<file path="src/rtl/sbp_pkg.sv">
// Shared definitions for the scalable pipelined lookup chain: stage-bus field widths,
// result-width derivation and the slot record carried between stages.
package sbp_pkg;

    localparam int BIT_POS_BITS      = 6;
    localparam int DEF_STAGE_ID_BITS = 6;
    localparam int DEF_LOCATION_BITS = 11;
    localparam int DEF_PAD_BITS      = 4;

    function automatic int pad_to(input int bits, input int unit);
        return ((bits + unit - 1) / unit) * unit;
    endfunction

    // A result holds a padded child stage id, a padded child location and one flag nibble.
    function automatic int result_bits(input int stage_id_bits, input int location_bits,
                                       input int unit);
        return pad_to(stage_id_bits, unit) + pad_to(location_bits, unit) + unit;
    endfunction

    localparam int DEF_RESULT_BITS = result_bits(DEF_STAGE_ID_BITS, DEF_LOCATION_BITS, DEF_PAD_BITS);

    typedef enum logic {
        ST_RUN    = 1'b0,
        ST_UPDATE = 1'b1
    } ingress_state_t;

    typedef struct packed {
        logic                         update;
        logic [31:0]                  ip_addr;
        logic [BIT_POS_BITS-1:0]      bit_pos;
        logic [DEF_STAGE_ID_BITS-1:0] stage_id;
        logic [DEF_LOCATION_BITS-1:0] location;
        logic [DEF_RESULT_BITS-1:0]   result;
        logic                         valid;
    } slot_t;

endpackage

</file>
<file path="src/rtl/sbp_credit_counter.sv">
// Saturating up/down credit counter; a return while already full is dropped and
// latches a sticky error flag.
module sbp_credit_counter #(
    parameter int MAX_COUNT  = 16,
    parameter int COUNT_BITS = $clog2(MAX_COUNT + 1)
) (
    input  logic                  clk,
    input  logic                  rst,
    input  logic                  i_inc,
    input  logic                  i_dec,
    output logic [COUNT_BITS-1:0] o_count,
    output logic                  o_err
);

    logic [COUNT_BITS-1:0] r_count;
    logic                  r_err;

    always_ff @(posedge clk or posedge rst) begin
        if (rst) begin
            r_count <= COUNT_BITS'(MAX_COUNT);
            r_err   <= 1'b0;
        end else begin
            case ({i_inc, i_dec})
                2'b10: begin
                    if (r_count == COUNT_BITS'(MAX_COUNT)) begin
                        r_err <= 1'b1;
                    end else begin
                        r_count <= r_count + 1'b1;
                    end
                end
                2'b01: begin
                    if (r_count != '0) begin
                        r_count <= r_count - 1'b1;
                    end
                end
                default: begin
                end
            endcase
        end
    end

    assign o_count = r_count;
    assign o_err   = r_err;

endmodule

</file>
<file path="src/rtl/sbp_lookup_ingress.sv">
// Ingress of the lookup chain: merges lookups and table-update bursts onto the
// one-slot-per-cycle stage bus, framing each burst with a guard idle and a trailer.
module sbp_lookup_ingress
    import sbp_pkg::*;
#(
    parameter int STAGE_ID_BITS = 6,
    parameter int LOCATION_BITS = 11,
    parameter int PAD_BITS      = 4,
    parameter int ROOT_STAGE_ID = 1,
    parameter int PIPE_CREDITS  = 16,
    parameter int UPD_BURST_MAX = 8,
    parameter int RESULT_BITS   = result_bits(STAGE_ID_BITS, LOCATION_BITS, PAD_BITS),
    parameter int CREDIT_BITS   = $clog2(PIPE_CREDITS + 1)
) (
    input  logic                     clk,
    input  logic                     rst,
    input  logic                     lookup_valid_i,
    output logic                     lookup_ready_o,
    input  logic [31:0]              lookup_ip_addr_i,
    input  logic                     upd_valid_i,
    output logic                     upd_ready_o,
    input  logic [31:0]              upd_prefix_i,
    input  logic [5:0]               upd_prefix_length_i,
    input  logic [STAGE_ID_BITS-1:0] upd_stage_id_i,
    input  logic [LOCATION_BITS-1:0] upd_location_i,
    input  logic [RESULT_BITS-1:0]   upd_result_i,
    input  logic                     credit_return_i,
    output logic                     update_o,
    output logic [31:0]              ip_addr_o,
    output logic [5:0]               bit_pos_o,
    output logic [STAGE_ID_BITS-1:0] stage_id_o,
    output logic [LOCATION_BITS-1:0] location_o,
    output logic [RESULT_BITS-1:0]   result_o,
    output logic                     valid_o,
    output logic [CREDIT_BITS-1:0]   credits_o,
    output logic                     credit_err_o
);

    localparam int BURST_BITS = $clog2(UPD_BURST_MAX + 1);

    ingress_state_t          r_state;
    logic                    r_fair;
    logic [BURST_BITS-1:0]   r_burst_cnt;

    logic                    r_update;
    logic [31:0]             r_ip_addr;
    logic [5:0]              r_bit_pos;
    logic [STAGE_ID_BITS-1:0] r_stage_id;
    logic [LOCATION_BITS-1:0] r_location;
    logic [RESULT_BITS-1:0]  r_result;
    logic                    r_valid;

    logic                    w_credits_avail;
    logic                    w_lookup_fire;
    logic                    w_upd_fire;

    assign w_credits_avail = (credits_o != '0);
    assign lookup_ready_o  = (r_state == ST_RUN) && !(upd_valid_i && !r_fair) && w_credits_avail;
    assign upd_ready_o     = (r_state == ST_UPDATE) && (r_burst_cnt < BURST_BITS'(UPD_BURST_MAX));
    assign w_lookup_fire   = lookup_valid_i && lookup_ready_o;
    assign w_upd_fire      = upd_valid_i && upd_ready_o;

    sbp_credit_counter #(
        .MAX_COUNT  (PIPE_CREDITS),
        .COUNT_BITS (CREDIT_BITS)
    ) u_credits (
        .clk     (clk),
        .rst     (rst),
        .i_inc   (credit_return_i),
        .i_dec   (w_lookup_fire),
        .o_count (credits_o),
        .o_err   (credit_err_o)
    );

    // The fairness flag lets one lookup slip in after each burst so a steady update
    // stream cannot starve lookups.
    always_ff @(posedge clk or posedge rst) begin
        if (rst) begin
            r_state     <= ST_RUN;
            r_fair      <= 1'b0;
            r_burst_cnt <= '0;
            r_update    <= 1'b0;
            r_ip_addr   <= '0;
            r_bit_pos   <= '0;
            r_stage_id  <= '0;
            r_location  <= '0;
            r_result    <= '0;
            r_valid     <= 1'b0;
        end else begin
            r_update   <= 1'b0;
            r_ip_addr  <= '0;
            r_bit_pos  <= '0;
            r_stage_id <= '0;
            r_location <= '0;
            r_result   <= '0;
            r_valid    <= 1'b0;
            case (r_state)
                ST_RUN: begin
                    if (upd_valid_i && !r_fair) begin
                        r_state     <= ST_UPDATE;
                        r_burst_cnt <= '0;
                    end else begin
                        if (w_lookup_fire) begin
                            r_valid    <= 1'b1;
                            r_ip_addr  <= lookup_ip_addr_i;
                            r_stage_id <= STAGE_ID_BITS'(ROOT_STAGE_ID);
                            r_fair     <= 1'b0;
                        end
                        if (!lookup_valid_i || !w_credits_avail) begin
                            r_fair <= 1'b0;
                        end
                    end
                end
                ST_UPDATE: begin
                    r_update <= 1'b1;
                    if (w_upd_fire) begin
                        r_ip_addr   <= upd_prefix_i;
                        r_bit_pos   <= upd_prefix_length_i;
                        r_stage_id  <= upd_stage_id_i;
                        r_location  <= upd_location_i;
                        r_result    <= upd_result_i;
                        r_burst_cnt <= r_burst_cnt + 1'b1;
                    end else begin
                        r_state <= ST_RUN;
                        r_fair  <= 1'b1;
                    end
                end
                default: begin
                    r_state <= ST_RUN;
                end
            endcase
        end
    end

    assign update_o   = r_update;
    assign ip_addr_o  = r_ip_addr;
    assign bit_pos_o  = r_bit_pos;
    assign stage_id_o = r_stage_id;
    assign location_o = r_location;
    assign result_o   = r_result;
    assign valid_o    = r_valid;

endmodule
</file>
<file path="config.mk">
export PLATFORM = sky130hd
export DESIGN_NAME = sbp_lookup_ingress
export DESIGN_NICKNAME = d
export VERILOG_FILES = /design/src/rtl/sbp_pkg.sv /design/src/rtl/sbp_credit_counter.sv /design/src/rtl/sbp_lookup_ingress.sv
export SDC_FILE = /design/constraint.sdc
export NUM_CORES = 1
export LEC_CHECK = 0
export CAP_MARGIN = 40
export CORE_MARGIN = 1.5
export CORE_UTILIZATION = 34
export DETAILED_ROUTE_END_ITERATION = 16
export GPL_TIMING_DRIVEN = 0
export PLACE_DENSITY_LB_ADDON = 0.15
export REMOVE_ABC_BUFFERS = 1
export SYNTH_ARGS = -nofsm -noshare
export SYNTH_HDL_FRONTEND = slang
export SYNTH_SLANG_ARGS = --single-unit
export TNS_END_PERCENT = 10
</file>
<file path="constraint.sdc">
create_clock -name clk -period 3.1 [get_ports clk]
set_input_delay 0.62 -clock clk [delete_from_list [all_inputs] [get_ports clk]]
set_output_delay 0.62 -clock clk [all_outputs]
set_load 0.01 [all_outputs]
</file>
; After elaboration in Yosys (flattened, before gate mapping)
; Cells that the tools add are included.
[classes]
bitwise_logic = 1
mux = 32
n_addsub = 3
order_cmp = 1
reduce_logical = 17
n_eq_ne = 10
[ops]
columns = operator, n
row1 = 32-bit 2-to-1 mux, 3
row2 = 32-bit case mux with 2 select lines, 1
row3 = 24-bit 2-to-1 mux, 2
row4 = 11-bit 2-to-1 mux, 2
row5 = 6-bit 2-to-1 mux, 3
row6 = 1-bit 2-to-1 mux, 12
row7 = 6-bit case mux with 2 select lines, 1
row8 = 5-bit 2-to-1 mux, 2
row9 = 5-bit case mux with 2 select lines, 1
row10 = 4-bit 2-to-1 mux, 2
row11 = 2-bit != test (second input constant), 4
row12 = 4-bit case mux with 2 select lines, 1
row13 = 1-bit logical AND, 6
row14 = 3-bit AND reduction, 2
row15 = 5-bit by 1-bit adder with 5-bit output (second input constant), 1
row16 = 5-bit == test (second input constant), 1
row17 = 5-bit nonzero test, 1
row18 = 5-bit by 1-bit subtractor with 5-bit output (second input constant), 1
row19 = 4-bit by 1-bit adder with 4-bit output (second input constant), 1
row20 = 1-bit logical NOT, 4
row21 = 4-bit < comparator (second input constant), 1
row22 = 2-bit by 1-bit != test with 1-bit output (second input constant), 2
row23 = 1-bit case mux with 2 select lines, 2
row24 = 2-bit AND reduction, 2
row25 = other kinds (6), 6
[word_totals]
register_bits = 93
wordCells = 76
in_bits = 116
out_inout_bits = 89

; Logic depth before layout (Yosys ltp)
; Gate-level depths: netlist of the first run.
[depth]
ltp_word = 10
ltp_mapped = 11

; Hierarchy
; A second synthesis of the first run with hierarchy kept.
[unflattened]
cells_unflattened = 259
area_unflattened_um2 = 3508.4
[modules_own_cells]
columns = module, instances, cells_each, area_each_um2, seq_area_each_um2
row1 = sbp_lookup_ingress, 1, 212, 3090.5, 2177.1
row2 = sbp_credit_counter, 1, 47, 417.9, 151.4

; Worst setup path before layout of the first run
; Ideal clock, no wire load.
[synth_timing]
path_kind = in2reg
startpoint = in upd_valid_i
endpoint = reg u_credits.r_count[4] (netlist: u_credits.o_count[4])
setup_time_ns = 0.060
slack_ns = 0.594
required_time_ns = 3.040
t_arrival_ns = 2.446
path_buffers = 1
path_stages = 10
path_cell_list = and2b_2 > a211oi_1 > buf_2 > nand2_1 > xnor2_1 > ha_1 > or4_1 > nor2_1 > a311o_1 > o21a_1
[synth_between]
elab_chain_cells = 8
word_cells_on_any_way = 12
classes_between = 4 x eq/ne / 1 x mux / 7 x reduce/logical
[synth_lines]
columns = item, line
row1 = from (decl), sbp_lookup_ingress.sv:20  ; input logic upd_valid_i,
row2 = 1-bit logical AND *, sbp_lookup_ingress.sv:58  ; assign lookup_ready_o = (r_state == ST_RUN) && !(upd_valid_i && !r_fair) && w_credits_avail;
row3 = 1-bit logical NOT *, sbp_lookup_ingress.sv:58
row4 = 1-bit logical AND * (2 in series), sbp_lookup_ingress.sv:58
row5 = 1-bit logical AND *, sbp_lookup_ingress.sv:60  ; assign w_lookup_fire = lookup_valid_i && lookup_ready_o;
row6 = 2-bit == test / 2-bit by 1-bit == test with 1-bit output (equally long branches), sbp_credit_counter.sv:23  ; case ({i_inc, i_dec})
row7 = 2-bit != test (no source line) / 2-bit nonzero test (equally long branches), n/a
row8 = 3-bit AND reduction (no source line), n/a
row9 = to (signal assigned), sbp_credit_counter.sv:20  ; r_count <= COUNT_BITS'(MAX_COUNT);
row10 = to (signal assigned), sbp_credit_counter.sv:28  ; r_count <= r_count + 1'b1;
row11 = to (signal assigned), sbp_credit_counter.sv:33  ; r_count <= r_count - 1'b1;
row12 = to (decl), sbp_credit_counter.sv:15  ; logic [COUNT_BITS-1:0] r_count;
; Every way passes the cells marked *; elsewhere a longest branch is shown, timed or not.
; A chain may end at the register's enable or synchronous reset.

; Worst setup path after layout of the first run
[layout_timing]
startpoint = reg r_state
endpoint = out upd_ready_o
[layout_between]
elab_chain_cells = 1
[layout_lines]
columns = item, line
row1 = from (decl), sbp_lookup_ingress.sv:41  ; ingress_state_t r_state;
row2 = from (signal assigned), sbp_lookup_ingress.sv:79  ; r_state <= ST_RUN;
row3 = from (signal assigned), sbp_lookup_ingress.sv:100  ; r_state <= ST_UPDATE;
row4 = from (signal assigned), sbp_lookup_ingress.sv:124  ; r_state <= ST_RUN;
row5 = 1-bit logical AND, sbp_lookup_ingress.sv:59  ; assign upd_ready_o = (r_state == ST_UPDATE) && (r_burst_cnt < BURST_BITS'(UPD_BURST_MAX));
row6 = to (decl), sbp_lookup_ingress.sv:21  ; output logic upd_ready_o,
; No other way between the ends.

==> results of run 1 <==
cell type report:
cell class	instances	area, um^2
fillers	845	3950
flip-flops and latches	93	2330
repair buffers	210	2140
multi-input cells	141	1060
well taps	133	166
clock buffers	11	151
clock inverters	5	81.3
inverters	8	32.5
cells in the mapped netlist:
library cell and count:
o221ai_1 1, nor2_1 3, and3_1 47, inv_1 8, o2111ai_1 1, and2_1 1, a41oi_1 1, nor4_4 1
buf_6 4, or4_4 1, mux2_2 1, o31ai_1 2, nand2_1 4, and2b_2 2, or4_1 1, nand3b_1 1
dfstp_2 1, ha_1 2, nand2b_1 1, nand3_1 1, o211ai_1 1, a221o_1 1, or2b_4 1, dfrtp_1 92
nor2b_1 1, o21a_1 2, o2111a_1 1, a311o_1 1, xor2_1 1, a41o_1 1, a22o_1 33, buf_4 1
mux2i_1 2, clkbuf_1 12, a21o_1 1, a211oi_2 1, buf_2 5, nand4_1 3, a21oi_1 6, nor3_1 4
a211oi_1 1, o21ai_0 5, nor2_4 1, xnor2_1 3
report_power, final:
part	internal [mW]	switching, mW	leakage [nW]
sequential	1.33	0.129	1.23
clock	0.500	0.415	0.116
combinational	0.467	0.309	1.39
total	2.30	0.853	2.74
final timing paths:
kind | start | end | slack, ns
setup / recovery | r_state | upd_ready_o | 0.23
setup reg to reg | u_credits.o_count[1] | u_credits.o_count[4] | 0.70
min in group asynchronous | rst | ip_addr_o[25] | 0.70
max in group asynchronous | rst | result_o[3] | 1.76
hold reg to reg | u_credits.o_err | u_credits.o_err | 0.48
hold / removal | u_credits.o_err | u_credits.o_err | 0.48
cells in the final DEF (no fill, tap or decap), drive strengths merged, types with 5 or more instances in the layout:
| cell type | n |
|---|---|
| clkdlybuf4s50 | 203 |
| a22o | 33 |
| and3 | 47 |
| a21oi | 6 |
| o21ai | 5 |
| clkbuf | 12 |
| inv | 9 |
| buf | 6 |
| dfrtp | 92 |
critical path, cell delays in order, from the launching register on:
cell,delay (ns)
dfrtp_2,0.46
nor2b_4,0.75
clkdlybuf4s50_1,0.68
cells by family after synthesis:
group / count (synthesis) / synth area share (%)
xor+xnor: 4 / 0.996
flops: 93 / 66.2
simple gates: 73 / 13.4
mux: 3 / 0.889
buf+inv: 30 / 4.34
compound gates: 59 / 13.5
fa+ha+maj: 2 / 0.711
sequential cells by signal, indices dropped and copies added, names as in the netlist:
name	cells
r_state	1
u_credits.o_count	5
result_o	24
ip_addr_o	32
r_burst_cnt	4
update_o	1
location_o	11
bit_pos_o	6
stage_id_o	6
r_fair	1
u_credits.o_err	1
valid_o	1
through the flow:
step / hold slack (ns) / std cells / TNS, ns / util [%]
after floorplan: 0.477 / 242 / -11.49 / -
final: 0.477 / 601 / 0 / 60.2
after detailed placement: 0.462 / 584 / -7.57 / 57.8
after global placement: 0.463 / 579 / -257.51 / 56.6
after global routing: 0.503 / 601 / 0 / 60.2
after CTS: 0.483 / 601 / -0.0184 / 60.2
per-layer routing:
metal  wire length [um]  share of wire (%)  up-vias  GRT usage [%]
met4                197                2.0        0           6.36
met5                  0                  0        -              0
li1                   -                  -     1348              -
met2               5090                 51      120           31.5
met1               4080                 41     1451           23.5
met3                618                6.2       17           4.93
what timing repair did:
item / in CTS / in global routing
hold buffers: 0 / 0
resized for setup: 1 / 3
setup buffers: 1 / 0
setup endpoints to repair: 4 / 3
pin swaps: 1 / 0
==> results.md, run 1 <==
- Status: finished, final reports clean
- Worst skew pair latency: 0.34 ns
- Clock buffer depth: 2
- # diodes: 0
- Clock-pin slew on the worst setup and hold paths: around 0.09 ns
- Worst Hold Class: reg2reg
- Top Ports: slightly above 200
- DIE AREA: roughly 11000 um^2
- Post-route cell area: about 6000 um^2
- Max Freq: approximately 0.35 GHz
- Final Slew Violations: 0
- First-pass GRT wire length: ~16 mm
- Vias: just under 3k
- Initial antenna violation count: 0
- Number of buffers created by CTS: 9
- Wire per inst: roughly 17 um
- Total power: between 3 and 4 mW
- CP arrival: roughly 2.3 ns
- Ys Warns: 0
- Core Area: slightly below 10000 um^2
- Worst hold stages: 1
- Leakage power: 2.74 nW
- R2R cell count: 9
- Setup Skew: 0.00865 ns
- Final ANT Viol Nets: 0
- Yosys top cell by area: dfrtp_1
- Synth cell types: 44
- Fin nets: about 580
- GPL Wtd Cong: approximately 0.78
- Die height: around 100 um
- Max VDD drop: roughly 0.32 mV
- Kind of critical path: reg2out
- Final WS setup: 0.232 ns
- Grt total ovfl: 0
- All-Layer GR Usage: 18.8%
- Fin. Hold Viols: 0
- Initial core utilization: a little over a third
- Share of layout cells above drive strength 1: roughly 7.7%
- Pwr per Cell Area: around 530 nW/um^2
- Endpoints failing setup: 0
- Syn_area_per_cell: around 13 um^2
- DPL Wire Length: about 7.2 mm
- CTS H-tree depth: 3
- CTS sink count: 93
- Final Cycle Share: about 90%
- Worst slack, placed: -1.11 ns
- Vias per cell: roughly 4.9
- Post-placement cell area: approximately 5700 um^2
- Seq/Total Area, Yosys: around two thirds
- Crit end category: primary output
- Pin count of the biggest net entering global routing: 50
- Dominant cells by area after synthesis: dfrtp_1 (65%), and3_1 (8.4%), a22o_1 (8.2%)
- Drt first-iter violations: between 100 and 150
- Final wirelength: approximately 10 mm
- First-pass detailed-route iteration total: 4
- Row count: 36
- Syn-to-layout area delta: 69.4%
- Slew of the pin with the lowest slew margin: 0.869 ns
- Max-Cap Viols: 0
- Cell count after synthesis: between 200 and 300
- Slew headroom: between 40% and 50%
- Die width: between 100 and 150 um
- I/O Buffers: 204
- Crit path time final: roughly 2.9 ns
- Residual DRC: 0
- Startpoint Class: flip-flop
- Vias in the first global route: a little under 3k
- Area of the mapped netlist: about 3500 um^2
- WP data required: about 2.5 ns
- Top-area cell type share of the netlist area: approximately two thirds
- TritonCTS clock tree: yes
- CP Max Fanout: 48
- Unrepaired setup endpoints after global routing: no
- FF+latch count, synth: 93
- Clock root cell: clkbuf_8
Power figures use the tool's default switching activity.
==> run 2: changes to the inputs <==
Settings changed: CELL_PAD_IN_SITES_DETAIL_PLACEMENT from default to 1, CELL_PAD_IN_SITES_GLOBAL_PLACEMENT from default to 1, CORE_UTILIZATION 34 to 25.
==> results.md, run 2 (synthesized netlist as in run 1, its figures left out) <==
- Setup Skew: 0.00596 ns (-0.00270 ns)
- Min Hold Slack: 0.489 ns (+0.0118 ns)
- Drt first-iter violations: 167 (+35%)
- Area of the multi-input gates: 1070 um^2 (+1.2%)
- Commonest non-fill, non-tap cell in the layout: clkdlybuf4s50_1
- Top Ports: 205 (unchanged)
- Syn-to-layout area delta: 72.5%
- Pwr per Cell Area: 554 nW/um^2 (+4.7%)
- Max VDD drop: 0.210 mV (-33%)
- Total power: 3.36 mW (+6.7%)
- Fin nets: 581 (unchanged)
- Worst skew pair latency: 0.34 ns (about the same)
- Clock buffer depth: 2 (unchanged)
- First-pass GRT wire length: 16.9 mm (+5.5%)
- Register area: 2330 um^2 (about the same)
- Final ANT Viol Nets: 0 (unchanged)
- Crit end category: primary output
- Residual DRC: 0 (unchanged)
- Grt met3 use: 5.15% (+0.22 points)
- Postcts setup bufs: 1 (unchanged)
- Initial core utilization: 25.5% (-10 points)
- Most frequent cells in the layout: clkdlybuf4s50_1 (203), dfrtp_1 (92), and3_1 (47)
- Busiest grt layer: met2
- Status: finished, final reports clean
- Worst Hold Class: reg2reg
- Max Freq: 0.354 GHz (+1.5%)
- Final WS setup: 0.273 ns (+0.0411 ns)
- First-pass detailed-route iteration total: 4 (unchanged)
- Final Slew Violations: 0 (unchanged)
- TritonCTS clock tree: yes
- Final wirelength: 11.3 mm (+13%)
- DPL Wire Length: 7.88 mm (+9.4%)
- Fill count: 1471 (+74%)
- Pin count of the biggest net entering global routing: 53 (+6.0%)
- Post-cts hold buffer count: 0 (unchanged)
- CP arrival: 2.21 ns (-0.04 ns)
- Vias: 2961 (+0.85%)
- Internal power: 2.43 mW (+5.7%)
- GRT met2 Usage: 25.0% (-6.5 points)
- Comb power frac: 23.7% (-0.9 points)
- Grt total ovfl: 0 (unchanged)
- Startpoint Class: primary input
- All-Layer GR Usage: 15.0% (-3.8 points)
- Worst slack, placed: -0.505 ns (+0.603 ns)
- Unrepaired setup endpoints after global routing: no
- Slew headroom: 47.8% (+5.9 points)
- # diodes: 0 (unchanged)
- Number of buffers created by CTS: 9 (unchanged)
- GPL Wtd Cong: 0.764 (-2.1%)
- DIE AREA: 14800 um^2 (+35%)
- Sw Share: 27.7% (+0.67 points)
- Clock-pin slew on the worst setup and hold paths: 0.07 ns (-0.02 ns)
- Slew of the pin with the lowest slew margin: 0.783 ns (-0.0863 ns)
- Fin. Hold Viols: 0 (unchanged)
- Endpoints failing setup: 0 (unchanged)
- Flop pwr share: 43.4% (-2.9 points)
- I/O Buffers: 204 (unchanged)
- CP Max Fanout: 52 (+8.3%)
- Leakage power: 2.76 nW (+0.67%)
- Crit path time final: 2.83 ns (-0.0411 ns)
- Die height: 122 um (+16%)
- # resized after CTS: 0 (-1)
- CTS H-tree depth: 3 (unchanged)
- Max-Cap Viols: 0 (unchanged)
- Post-Place Cells: 630 (+7.9%)
- Clk pwr share: 32.9% (+3.9 points)
- Vias in the first global route: 3057 (+3.1%)
- Vias per cell: 4.57 (-6.5%)
- Initial antenna violation count: 0 (unchanged)
- Clock root cell: clkbuf_16
- Max reg flops: 32 (unchanged)
- Non-Filler Instances: 648 (+7.8%)
- CTS sink count: 93 (unchanged)
- Core Area: 13800 um^2 (+40%)
- Die width: 122 um (+16%)
- Share of layout cells above drive strength 1: 7.05% (-0.64 points)
- Wire per inst: 17.4 um (+4.7%)
- NetSw: 932 uW (+9.3%)
- GR Layer Usage met1: 17.8% (-5.7 points)
- Final Cycle Share: 91.2% (-1.3 points)
- WP data required: 2.48 ns (about the same)
- Kind of critical path: in2out
- Row count: 43 (+19%)
run 2: final cells by class:
cell class                 count  share of cell area, %
clock buffer                  11                   3.83
timing repair buffer         209                   34.9
sequential                    93                   38.3
clock inverter                 5                  0.989
inverter                       8                  0.536
tap                          180                   3.71
multi-input combinational    142                   17.6
run 2: critical path, cell delays in order:
cell	delay, ns
buf_2	0.35
and2b_2	0.41
nor3_1	0.24
clkdlybuf4s50_1	0.58
run 2: worst paths after layout:
check                      slack [ns]                 start                   end  cells past startpoint
max                              0.27           upd_valid_i        lookup_ready_o                      4
max reg2reg                      0.54  u_credits.o_count[1]  u_credits.o_count[4]                      9
min in group asynchronous        0.72                   rst          ip_addr_o[0]                      2
min                              0.49       u_credits.o_err       u_credits.o_err                      1
max in group asynchronous        1.68                   rst  u_credits.o_count[4]                      3
min reg2reg                      0.49       u_credits.o_err       u_credits.o_err                      1
run 2: metrics by stage:
| step | util (%) | TNS [ns] | area (um^2) |
|---|---|---|---|
| after global placement | 41.0 | -284.63 | 5660 |
| final | 43.9 | 0 | 6070 |
| after floorplan | - | -11.49 | 3400 |
| after detailed placement | 41.7 | -1.02 | 5760 |
| after global routing | 43.9 | 0 | 6070 |
| after CTS | 43.9 | 0 | 6070 |
run 2: power groups by stage:
| stage | registers (mW) | clock network (mW) | logic, mW |
|---|---|---|---|
| 2_1_floorplan | 1.51 | 0 | 0.266 |
| 3_3_place_gp | 1.48 | 0 | 0.753 |
| 3_5_place_dp | 1.49 | 0 | 0.790 |
| 4_1_cts | 1.46 | 1.15 | 0.814 |
| 5_1_grt | 1.48 | 1.20 | 0.865 |
| 6_report | 1.46 | 1.11 | 0.796 |
run 2: layer usage:
layer | wire [um] | share of wire (%)
met5 | 0 | 0
met4 | 212 | 1.9
met3 | 1080 | 9.6
met2 | 5490 | 49
met1 | 4480 | 40
==> run 3: changes to the inputs <==
Settings changed: SETUP_SLACK_MARGIN from default to 0.5, SYNTH_HIERARCHICAL from default to 1.
==> results.md, run 3 <==
- Max Freq: 0.394 GHz (+11%)
- Worst Hold Class: reg2reg
- Yosys top cell by area: dfrtp_1
- Number of buffers created by CTS: 9 (unchanged)
- First-pass GRT wire length: 17.1 mm (+1.1%)
- Crit end category: primary output
- Post-route cell area: 6210 um^2 (+2.3%)
- Worst slack, placed: -0.574 ns (-0.0691 ns)
- Cell count after synthesis: 259 (-1.9%)
- FF+latch count, synth: 93 (unchanged)
- Most frequent cells in the layout: clkdlybuf4s50_1 (203), dfrtp_1 (88), and2_1 (47)
- DPL Wire Length: 7.83 mm (-0.66%)
- Max reg flops: 32 (unchanged)
- Kind of critical path: reg2out
- Die width: 121 um (-0.16%)
- Vias per cell: 4.47 (-2.2%)
- Final Slew Violations: 0 (unchanged)
- Top Ports: 205 (unchanged)
- Setup Skew: 0.00962 ns (+0.00366 ns)
- Endpoints failing setup: 0 (unchanged)
- Slew headroom: 57.1% (+9.3 points)
- Async S/R FF share, synth: 100% (unchanged)
- Vias in the first global route: 3098 (+1.3%)
- Most frequent cells after synthesis: dfrtp_1 (92), and2_1 (48), a32o_1 (32)
- I/O Buffers: 204 (unchanged)
- Area of the mapped netlist: 3510 um^2 (-0.32%)
- Commonest non-fill, non-tap cell in the layout: clkdlybuf4s50_1
- Slowest Stage Delay on Critical Path: 0.57 ns (about the same)
- Max-Cap Viols: 0 (unchanged)
- DIE AREA: 14800 um^2 (-0.31%)
- Clock root cell: clkbuf_16
- Vias: 2933 (-0.95%)
- Row count: 43 (unchanged)
- Final WS setup: 0.563 ns (+0.290 ns)
- Startpoint Class: flip-flop
- Wire per inst: 17.9 um (+2.8%)
- CTS H-tree depth: 3 (unchanged)
- Core Area: 13800 um^2 (-0.39%)
- CTS sink count: 93 (unchanged)
- First-pass detailed-route iteration total: 4 (unchanged)
- Crit path time final: 2.54 ns (-0.290 ns)
- Total negative slack: 0 ns (unchanged)
- CP Max Fanout: 12 (-77%)
- Post-synth EDFFs: 0 (unchanged)
- Syn_area_per_cell: 13.5 um^2 (+1.6%)
- WP buf/inv: 2 (unchanged)
- Top-count cell post-synth: dfrtp_1
- All-Layer GR Usage: 15.7% (+0.70 points)
- Share of layout cells above drive strength 1: 9.66% (+2.6 points)
- Drt first-iter violations: 98 (-41%)
- Final Cycle Share: 81.8% (-9.3 points)
- Leakage power: 2.66 nW (-3.6%)
- Synth cell types: 43 (-2.3%)
- Synth Flop Type: dfrtp_1
- CP top delay family: buffers and inverters
- Fin util: 45.1% (+1.2 points)
- Clock-pin slew on the worst setup and hold paths: 0.06 ns (about the same)
- Ys Warns: 6 (+6)
- Seq/Total Area, Yosys: 66.4% (+0.21 points)
- Final ANT Viol Nets: 0 (unchanged)
- # diodes: 0 (unchanged)
- Fin nets: 590 (+1.5%)
- Slowest cell on crit path: dfstp_2
- Clock buffer depth: 2 (unchanged)
- Dominant cells by area after synthesis: dfrtp_1 (66%), a32o_1 (9.1%), and2_1 (8.6%)
- WP data required: 2.48 ns (about the same)
- Max VDD drop: 0.234 mV (+11%)
- Initial core utilization: 25.5% (about the same)
- Pwr per Cell Area: 587 nW/um^2 (+6.0%)
- Status: finished, final reports clean
- Die height: 121 um (-0.16%)
- CP arrival: 1.92 ns (-0.29 ns)
- Grt total ovfl: 0 (unchanged)
- Fin. Hold Viols: 0 (unchanged)
- Residual DRC: 0 (unchanged)
- GPL Wtd Cong: 0.733 (-4.1%)
- Slew of the pin with the lowest slew margin: 0.644 ns (-0.139 ns)
- TritonCTS clock tree: yes
- Final wirelength: 11.7 mm (+4.0%)
- Post-Place Cells: 628 (-0.32%)
- Unrepaired setup endpoints after global routing: no
- Critical-path cell list: nor3_4 > nand2_4 > buf_16 > and3b_1 > clkdlybuf4s50_1
- Non-Filler Instances: 656 (+1.2%)
- Post-placement cell area: 5730 um^2 (-0.48%)
- Initial antenna violation count: 0 (unchanged)
- Worst skew pair latency: 0.35 ns (about the same)
- Syn-to-layout area delta: 77.0%
- Top-area cell type share of the netlist area: 65.6% (+0.21 points)
- Pin count of the biggest net entering global routing: 60 (+13%)
[run 3: final timing paths]
check / endpoint / slack, ns / startpoint / depth (start not counted)
setup reg to reg: u_credits/o_count[2] / 0.91 / u_credits/o_count[4] / 10
max in group asynchronous: location_o[10] / 1.82 / rst / 3
min in group asynchronous: u_credits/o_count[0] / 0.59 / rst / 2
hold reg to reg: u_credits/o_err / 0.47 / u_credits/o_err / 1
setup / recovery: lookup_ready_o / 0.56 / u_credits/o_count[4] / 5
hold / removal: u_credits/o_err / 0.47 / u_credits/o_err / 1
[run 3: metrics by stage]
step                total power [mW]  hold slack (ns)
floorplan                       1.81            0.410
global placement                2.30            0.470
detailed placement              2.34            0.458
CTS                             3.57            0.472
global route                    3.83            0.487
finish                          3.65            0.471
[run 3: timing repair]
action,4_1_cts,5_1_grt
endpoints found under the setup margin,5,3
resized for setup,5,9
hold buffers,0,0
buffers inserted,3,7
cloned,1,1
pin swaps,2,1
[run 3: cells by family (layout without fill, tap and decap cells)]
logic type	after synthesis	count (layout)	share of synthesized area, %
muxes	2	2	0.606
AOI/OAI and AO/OA	53	53	13.2
DFF	93	93	66.4
buffers and inverters	23	239	4.07
and+or+nand+nor	84	85	14.5
xor gates and xnor gates	2	2	0.499
adders and majority gates	2	2	0.713
[run 3: report_power, final]
part	internal [mW]	switching, mW
combinational	0.584	0.444
sequential	1.35	0.0949
clock	0.705	0.465
total	2.64	1.00
[run 3: routing by layer]
layer  part of all wire, %  up-vias  GRT usage [%]
met2                    53      116           27.5
met4                   2.0        0           6.84
li1                      -     1348              -
met5                     0        -              0
met1                    38     1455           18.1
met3                   6.8       14           3.95
[run 3: worst reg2reg max path, delay by kind of cell (launching register included)]
kind                       cells  cell delay (ns)
xor gates and xnor gates       1             0.13
adders and majority gates      1             0.21
AOI/OAI and AO/OA              2             0.22
buffers and inverters          1             0.15
DFF                            1             0.57
and+or+nand+nor                5             0.82
[run 3: area by class of cell]
class	count	area, um^2
fill	1467	7560
sequential	93	2330
timing repair buffer	219	2230
multi-input combinational	144	1080
clock buffer	10	229
tap	180	225
clock inverter	5	83.8
inverter	5	21.3
